[src/rtl/btn_defs_pkg.sv]
// Shared button-conditioning definitions: FSM encoding and default timing.
// Latency: none (types and constants only).
// Backpressure: not applicable.
package btn_defs;

    typedef enum logic [1:0] {
        IDLE   = 2'd0,
        ARM_DN = 2'd1,
        DOWN   = 2'd2,
        ARM_UP = 2'd3
    } btn_state_t;

    // 1 ms sample tick at 100 MHz, 20 ms qualification, 1 s long press
    localparam int DEF_SAMPLE_DIV = 100000;
    localparam int DEF_STABLE_CNT = 20;
    localparam int DEF_HOLD_TICKS = 1000;

endpackage

[src/rtl/btn_debounce_sync.sv]
// Two-flop synchroniser for one asynchronous bit, resets to 0.
// Latency: 2 clock cycles.
// Backpressure: none, sampled every cycle.
module sync_2ff (
    input  logic clk,
    input  logic rst_n,
    input  logic d,
    output logic q
);

    logic meta;

    always_ff @(posedge clk or negedge rst_n) begin
        if (!rst_n) begin
            meta <= 1'b0;
            q    <= 1'b0;
        end else begin
            meta <= d;
            q    <= meta;
        end
    end

endmodule

[src/rtl/btn_debounce.sv]
// Push-button debouncer: level, press/release strobes and long-press flag.
// Latency: 2 sync cycles + STABLE_CNT sample ticks + 1 output register cycle.
// Backpressure: none; strobes are single-cycle and cannot be stalled.
module btn_debounce
    import btn_defs::*;
#(
    parameter int SAMPLE_DIV = DEF_SAMPLE_DIV,
    parameter int STABLE_CNT = DEF_STABLE_CNT,
    parameter int HOLD_TICKS = DEF_HOLD_TICKS
) (
    input  logic I_CLK,
    input  logic I_RESET_N,
    input  logic I_BTN,
    output logic O_LEVEL,
    output logic O_PRESS,
    output logic O_RELEASE,
    output logic O_HOLD
);

    localparam int PW = $clog2(SAMPLE_DIV);
    localparam int SW = $clog2(STABLE_CNT + 1);
    localparam int HW = $clog2(HOLD_TICKS + 1);

    localparam logic [PW-1:0] PRESC_MAX   = PW'(SAMPLE_DIV - 1);
    localparam logic [SW-1:0] STABLE_LAST = SW'(STABLE_CNT - 1);
    localparam logic [HW-1:0] HOLD_MAX    = HW'(HOLD_TICKS);

    logic            s_btn;
    logic            s_tick;
    logic [PW-1:0]   presc;

    btn_state_t      state, state_nxt;
    logic [SW-1:0]   stable, stable_nxt;
    logic [HW-1:0]   hold, hold_nxt;
    logic            level_nxt, hold_flag_nxt, press_nxt, release_nxt;

    sync_2ff u_sync (
        .clk   (I_CLK),
        .rst_n (I_RESET_N),
        .d     (I_BTN),
        .q     (s_btn)
    );

    // Free-running: button activity never realigns the sample grid
    always_ff @(posedge I_CLK or negedge I_RESET_N) begin
        if (!I_RESET_N) begin
            presc <= '0;
        end else if (presc == PRESC_MAX) begin
            presc <= '0;
        end else begin
            presc <= presc + 1'b1;
        end
    end

    assign s_tick = (presc == PRESC_MAX);

    always_comb begin
        state_nxt     = state;
        stable_nxt    = stable;
        hold_nxt      = hold;
        level_nxt     = O_LEVEL;
        hold_flag_nxt = O_HOLD;
        press_nxt     = 1'b0;
        release_nxt   = 1'b0;
        if (s_tick) begin
            case (state)
                IDLE: begin
                    if (s_btn) begin
                        state_nxt  = ARM_DN;
                        stable_nxt = SW'(1);
                    end
                end
                ARM_DN: begin
                    if (!s_btn) begin
                        state_nxt  = IDLE;
                        stable_nxt = '0;
                    // >= lets STABLE_CNT==1 commit on the second agreeing tick
                    end else if (stable >= STABLE_LAST) begin
                        state_nxt  = DOWN;
                        stable_nxt = '0;
                        hold_nxt   = '0;
                        level_nxt  = 1'b1;
                        press_nxt  = 1'b1;
                    end else begin
                        stable_nxt = stable + 1'b1;
                    end
                end
                DOWN: begin
                    if (!s_btn) begin
                        state_nxt  = ARM_UP;
                        stable_nxt = SW'(1);
                    end else begin
                        if (hold != HOLD_MAX) begin
                            hold_nxt = hold + 1'b1;
                        end
                        if (hold_nxt == HOLD_MAX) begin
                            hold_flag_nxt = 1'b1;
                        end
                    end
                end
                ARM_UP: begin
                    if (s_btn) begin
                        state_nxt  = DOWN;
                        stable_nxt = '0;
                    end else if (stable >= STABLE_LAST) begin
                        state_nxt     = IDLE;
                        stable_nxt    = '0;
                        level_nxt     = 1'b0;
                        hold_flag_nxt = 1'b0;
                        release_nxt   = 1'b1;
                    end else begin
                        stable_nxt = stable + 1'b1;
                    end
                end
                default: begin
                    state_nxt  = IDLE;
                    stable_nxt = '0;
                end
            endcase
        end
    end

    always_ff @(posedge I_CLK or negedge I_RESET_N) begin
        if (!I_RESET_N) begin
            state     <= IDLE;
            stable    <= '0;
            hold      <= '0;
            O_LEVEL   <= 1'b0;
            O_HOLD    <= 1'b0;
            O_PRESS   <= 1'b0;
            O_RELEASE <= 1'b0;
        end else begin
            state     <= state_nxt;
            stable    <= stable_nxt;
            hold      <= hold_nxt;
            O_LEVEL   <= level_nxt;
            O_HOLD    <= hold_flag_nxt;
            O_PRESS   <= press_nxt;
            O_RELEASE <= release_nxt;
        end
    end

endmodule

[config.mk]
export PLATFORM = sky130hd
export DESIGN_NAME = btn_debounce
export DESIGN_NICKNAME = d
export VERILOG_FILES = /design/src/rtl/btn_defs_pkg.sv /design/src/rtl/btn_debounce_sync.sv /design/src/rtl/btn_debounce.sv
export SDC_FILE = /design/constraint.sdc
export NUM_CORES = 1
export LEC_CHECK = 0
export BUFFER_PORTS_ARGS = -buffer_cell sky130_fd_sc_hd__clkbuf_2
export CAP_MARGIN = 10
export CORE_ASPECT_RATIO = 0.5
export CORE_MARGIN = 1
export CORE_UTILIZATION = 55
export DETAILED_ROUTE_END_ITERATION = 8
export PLACE_DENSITY = 0.75
export SLEW_MARGIN = 20
export SYNTH_ARGS = -nofsm -noshare
export SYNTH_HDL_FRONTEND = slang
export SYNTH_SLANG_ARGS = --single-unit
[constraint.sdc]
create_clock -name I_CLK -period 1.95 [get_ports I_CLK]
set_input_delay 0.0975 -clock I_CLK [delete_from_list [all_inputs] [get_ports I_CLK]]
set_output_delay 0.0975 -clock I_CLK [all_outputs]
set_load 0.005 [all_outputs]
==> results of run 1 <==
==> cell usage in the layout, fill, tap and decap left out, types with 3 or more instances in the layout <==
cell type / count
dfrtp_1: 40
nand2_1: 23
nand3_1: 22
buf_4: 17
nor2_1: 15
xnor2_1: 9
o21ai_0: 9
xor2_1: 8
a21oi_1: 7
clkbuf_8: 7
clkbuf_2: 6
inv_1: 5
and3_1: 5
nor2b_1: 5
or3_1: 4
nand4_1: 4
a21o_1: 4
o21ai_1: 4
o31ai_1: 4
and4_1: 3
nor3_1: 3
nor3b_1: 3
a22o_1: 3
ha_1: 3
==> per-stage QoR <==
| stage | hold WS, ns | util, % | power [mW] | instances | TNS [ns] |
|---|---|---|---|---|---|
| floorplan | -0.198 | - | 0.854 | 229 | 0 |
| global placement | 0.204 | 61.7 | 0.872 | 296 | 0 |
| CTS | 0.354 | 65.5 | 1.61 | 306 | 0 |
| finish | 0.351 | 66.0 | 1.60 | 307 | 0 |
| global route | 0.376 | 66.0 | 1.66 | 307 | -0.00811 |
| detailed placement | 0.209 | 61.7 | 0.873 | 296 | 0 |
==> sequential cells by signal, indices dropped and copies added, names as in the netlist, named ones only <==
register     cells
O_HOLD           1
presc           17
hold            10
stable           5
u_sync.q         1
O_LEVEL          1
O_PRESS          1
state            1
O_RELEASE        1
u_sync.meta      1
==> worst paths after layout <==
check | to | slack [ns]
setup / recovery | hold[5] | 0.09
setup reg to reg | hold[5] | 0.09
hold reg to reg | u_sync.q | 0.35
max in group asynchronous | hold[2] | 0.90
min in group asynchronous | presc[11] | 0.40
hold / removal | u_sync.q | 0.35
==> report_power, final <==
| group | internal (mW) | switching, mW | leakage [nW] | total [mW] |
|---|---|---|---|---|
| clock network | 0.452 | 0.293 | 0.0645 | 0.745 |
| logic | 0.00640 | 0.0181 | 0.539 | 0.0245 |
| registers | 0.831 | 0.00336 | 0.540 | 0.834 |
==> timing repair <==
action	in CTS	in global routing
endpoints found under the hold margin	31	0
hold buffers	2	0
resized for setup	1	6
pin swaps	0	3
buffers inserted	0	1
endpoints found under the setup margin	1	10
==> cell families after synthesis <==
group	Yosys count	share of synthesized area, %
xor+xnor	17	6.59
mux	4	1.88
flops	40	44.3
buf+inv	15	3.60
fa+ha+maj	4	2.22
compound gates	43	13.8
simple gates	106	27.6
==> critical path: stages (launching register included) <==
cell and delay, ns:
dfrtp_1 0.42, and4bb_2 0.34, and3_4 0.24, buf_4 0.13
nand4_4 0.16, or3_1 0.41, o21ai_1 0.09
==> cell type report <==
| type | instances | share of cell area [%] |
|---|---|---|
| Multi-Input combinational cell | 174 | 45.8 |
| Sequential cell | 40 | 38.7 |
| Timing Repair Buffer | 26 | 7.30 |
| Clock buffer | 7 | 3.72 |
| Tap cell | 54 | 2.61 |
| Clock inverter | 1 | 1.16 |
| Inverter | 5 | 0.725 |
==> routing by layer <==
layer / vias to the layer above / share of wire [%] / wire, um
li1: 873 / - / -
met1: 863 / 50 / 2290
met2: 24 / 45 / 2080
met3: 9 / 3.3 / 151
met4: 0 / 1.3 / 59
met5: - / 0 / 0
==> reports/metrics.csv, run 1 <==
metric;value;unit
outcome;finished clean;
dieHeight;47.3;um
ys_warn_count;0;
layout_setup_ws;0.0902;ns
critPathRequiredTime;2.17;ns
rows;16;
gp_congestion;0.897;
crit_path_start;presc[13];
fp.dieArea;4380;um^2
drv_slew;0;
core_area;3920;um^2
wl;4580;um
hold_start;u_sync.meta;
synthArstFlopShare;100;%
path_max_fanout;9;
synth_top_area_cell;dfrtp_1;
num_vias;1769;
timing.final.crit_share;95.4;%
antenna_cells;0;
dr.pass1.iters;4;
wl_per_cell;14.9;um
critPathKind;flip-flop to flip-flop;
p_leak;1.14;nW
regArea;1000;um^2
critPathLaunchType;flip-flop;
post-route-min-period;1.86;ns
yosysSeqAreaShare;44.3;%
syn_to_final_growth;14.6;%
dpl-instance-area;2420;um^2
use_met3;7.44;%
grt.overflow.total;0;
dp_hpwl;3270;um
hold_viol;0;
antenna_found_initial;0;
fin_nets;259;
worstPathArrival;2.08;ns
die_w;92.6;um
synthTopCellsByCount;40 x dfrtp_1, 23 x nand2_1, 22 x nand3_1;
ant_nets;0;
grt.total_usage;22.6;%
fin_worst_skew;0.00734;ns
drive_gt1_share;18.6;%
crit-reg2reg-launch;presc[13];
reg2reg_depth;6;
synthTopCellsByArea;dfrtp_1 44%, nand3_1 4.9%, nand2_1 3.8%, xnor2_1 3.5%, xor2_1 3.1%;
synth_seq_cells;40;
start_util;57.6;%
setup_violations;0;
pre_cts_slack;0.0167;ns
tightestPinTransition;0.772;ns
endpoint_kind;flip-flop;
cts_buffer_depth;2;
yosysUniqueCellTypes;53;
vias_per_cell;5.76;
clock_sinks;40;
io_buffers;6;
multiInputGateArea;1190;um^2
grt_util_met2;37.0;%
cts_buffers;5;
netlist_area;2260;um^2
ys.flop_type;dfrtp_1;
num_io_pins;7;
h-tree-depth;2;
clk_pin_slew;0.08;ns
maxCapViolCount;0;
min_path_cells;0;
grt_use_met1;28.6;%
cts_tree;built;
synthCells;229;
syn_area_per_cell;9.86;um^2
yosysMostFrequentCell;dfrtp_1;
min_path_type;flip-flop to flip-flop;
drc;0;
clk_latency;0.30;ns
max-slew-margin-rel;48.5;%
drt_iter0_markers;98;
fin_area;2590;um^2
grt_max_degree;32;
synth_top_area_share;44.3;%
powerDensity;619;nW/um^2
grt_pass1_wl;7160;um
synth-edff-count;0;
clock.fmax;0.538;GHz
ctsRootBufferMaster;clkbuf_8;
n_fill_cell;332;
ir_worst_vdd;408;uV
grt_pass1_vias;1535;
grt_busiest_layer;met2;
syn_nets;236;
Note: power is estimated with default switching activity, not from simulation.
==> run 2, diff against run 1 <==
CORE_UTILIZATION = 45   (was 55)
PLACE_DENSITY = unset   (was 0.75)
PLACE_DENSITY_LB_ADDON = 0.12   (was unset)
==> reports/metrics.csv, run 2 (synthesis gave the netlist of run 1 again) <==
metric;value;unit;change
clk_latency;0.29;ns;about the same
wl;4560;um;-0.35%
num_io_pins;7;;unchanged
critPathLaunchType;flip-flop;;
vias_per_cell;5.52;;-4.3%
hold_viol;0;;unchanged
worstPathArrival;2.03;ns;-0.05 ns
maxCapViolCount;0;;unchanged
r2r-end;presc[16];;
pwr-share-comb;1.9;%;+0.4 points
timing.final.crit_share;92.7;%;-2.7 points
dpl-instance-area;2480;um^2;+2.3%
endpoint_kind;flip-flop;;
drt_iter0_markers;68;;-31%
max-slew-margin-rel;64.0;%;+16 points
timing.hold.ws;0.320;ns;-0.0312 ns
fin_area;2610;um^2;+0.68%
io_buffers;6;;unchanged
wl_per_cell;14.2;um;-4.4%
regMostFlops;presc;;
final_cell_mix;40 x dfrtp_1, 23 x nand2_1, 22 x nand3_1;;
setup_violations;0;;unchanged
fp.dieArea;5320;um^2;+21%
num_vias;1765;;-0.23%
reg2reg_depth;7;;+1
fin_nets;260;;+0.39%
min_path_type;input port to asynchronous set/reset pin;;
die_w;102;um;+10%
largest_reg_flops;17;;unchanged
core_area;4590;um^2;+17%
p_sw_share;21.6;%;+2.0 points
clock.fmax;0.553;GHz;+2.9%
rows;17;;+1
critPathKind;flip-flop to flip-flop;;
grt_max_degree;22;;-31%
outcome;finished clean;;
cts_tree;built;;
cellInternalPower;1.12;mW;-13%
antenna_found_initial;0;;unchanged
grt.overflow.total;0;;unchanged
post_cts_buffers;0;;unchanged
fin_worst_skew;0.00756;ns;+0.000214 ns
tightestPinTransition;0.539;ns;-0.233 ns
start_util;49.2;%;-8.4 points
final_common_cell;dfrtp_1;;
clkPwrFrac;39.8;%;-6.6 points
powerDensity;550;nW/um^2;-11%
rsz0062_at_grt;false;;
cts_buffer_depth;2;;unchanged
cts_buffers;5;;unchanged
grt_pass1_vias;1769;;+15%
p_leak;1.15;nW;+0.39%
syn_to_final_growth;15.4;%;
ff2ff_setup_slack;0.14;ns;+0.05 ns
n_fill_cell;425;;+28%
ir_worst_vdd;266;uV;-35%
drc;0;;unchanged
gp_congestion;0.811;;-9.6%
drive_gt1_share;19.7;%;+1.1 points
post-route-min-period;1.81;ns;-0.0520 ns
path_max_fanout;5;;-4
crit-reg2reg-launch;presc[0];;
drv_slew;0;;unchanged
dr.pass1.iters;4;;unchanged
switching_power;0.310;mW;-1.4%
h-tree-depth;2;;unchanged
grt.total_usage;20.6;%;-2.0 points
fin_setup_tns;0;ns;unchanged
power.total;1.43;mW;-11%
critPathRequiredTime;2.17;ns;about the same
grt_pass1_wl;8180;um;+14%
pwr-share-seq;58.3;%;+6.3 points
ant_nets;0;;unchanged
ctsRootBufferMaster;clkbuf_8;;
dp_hpwl;3400;um;+3.7%
top_regs;presc (17), hold (10), stable (5);;
antenna_cells;0;;unchanged
clock_sinks;40;;unchanged
place_inst;310;;+4.7%
dieHeight;52.1;um;+10%
clk_pin_slew;0.08;ns;about the same
fin_cells;320;;+4.2%
run 2: cell types whose count changed in the layout (fill, tap and decap cells not counted), sizes merged:
cell    delta
clkinv     +2
bufinv     -1
clkbuf     -1
buf        +1
run 2: per-stage QoR:
stage | setup WS, ns | util [%]
floorplan | 0.127 | -
global route | 0.000706 | 56.7
CTS | 0.0388 | 56.3
detailed placement | 0.0622 | 53.9
finish | 0.142 | 56.7
global placement | 0.115 | 53.9
run 2: final cells by class:
| type | instances | area [um^2] | share of cell area (%) |
|---|---|---|---|
| clock buffer | 6 | 82.6 | 3.17 |
| clock inverter | 2 | 10.0 | 0.384 |
| inverter | 5 | 18.8 | 0.720 |
| multi-input combinational | 174 | 1190 | 45.8 |
| sequential | 40 | 1000 | 38.4 |
| tap | 66 | 82.6 | 3.17 |
| timing repair buffer | 27 | 218 | 8.35 |
run 2: power by group through the flow:
stage	sequential, mW	clock [mW]	combinational (mW)
2_1_floorplan	0.848	0	0.00583
3_3_place_gp	0.851	0	0.0259
3_5_place_dp	0.851	0	0.0261
4_1_cts	0.834	0.585	0.0293
5_1_grt	0.835	0.625	0.0324
6_report	0.834	0.570	0.0275
run 2: worst max path at each step:
stage	startpoint	endpoint	slack, ns
floorplan	stable[0]	hold[7]	0.13
CTS	presc[0]	presc[16]	0.04
finish	presc[0]	presc[16]	0.14
global placement	presc[0]	presc[16]	0.12
detailed placement	presc[0]	presc[16]	0.06
global route	hold[0]	O_HOLD	0.0007
run 2: routing by layer:
| layer | vias up | share of wire [%] | global-route usage (%) | routed length [um] |
|---|---|---|---|---|
| met1 | 865 | 52 | 28.1 | 2350 |
| met5 | - | 0 | 0 | 0 |
| li1 | 873 | - | - | - |
| met4 | 0 | 0.22 | 4.52 | 10 |
| met3 | 2 | 3.0 | 5.24 | 136 |
| met2 | 25 | 45 | 33.1 | 2060 |
run 2: timing repair:
action,4_1_cts,5_1_grt
resized for setup,0,6
setup endpoints to repair,0,9
hold buffers,2,0
endpoints found under the hold margin,21,0
run 2: worst max-delay path, stage by stage (launching register included):
cell and delay, ns:
dfrtp_1 0.40, ha_1 0.18, and4_1 0.24, and2_4 0.19, buf_4 0.15, nand3_4 0.09
or3_1 0.35, a21oi_1 0.14
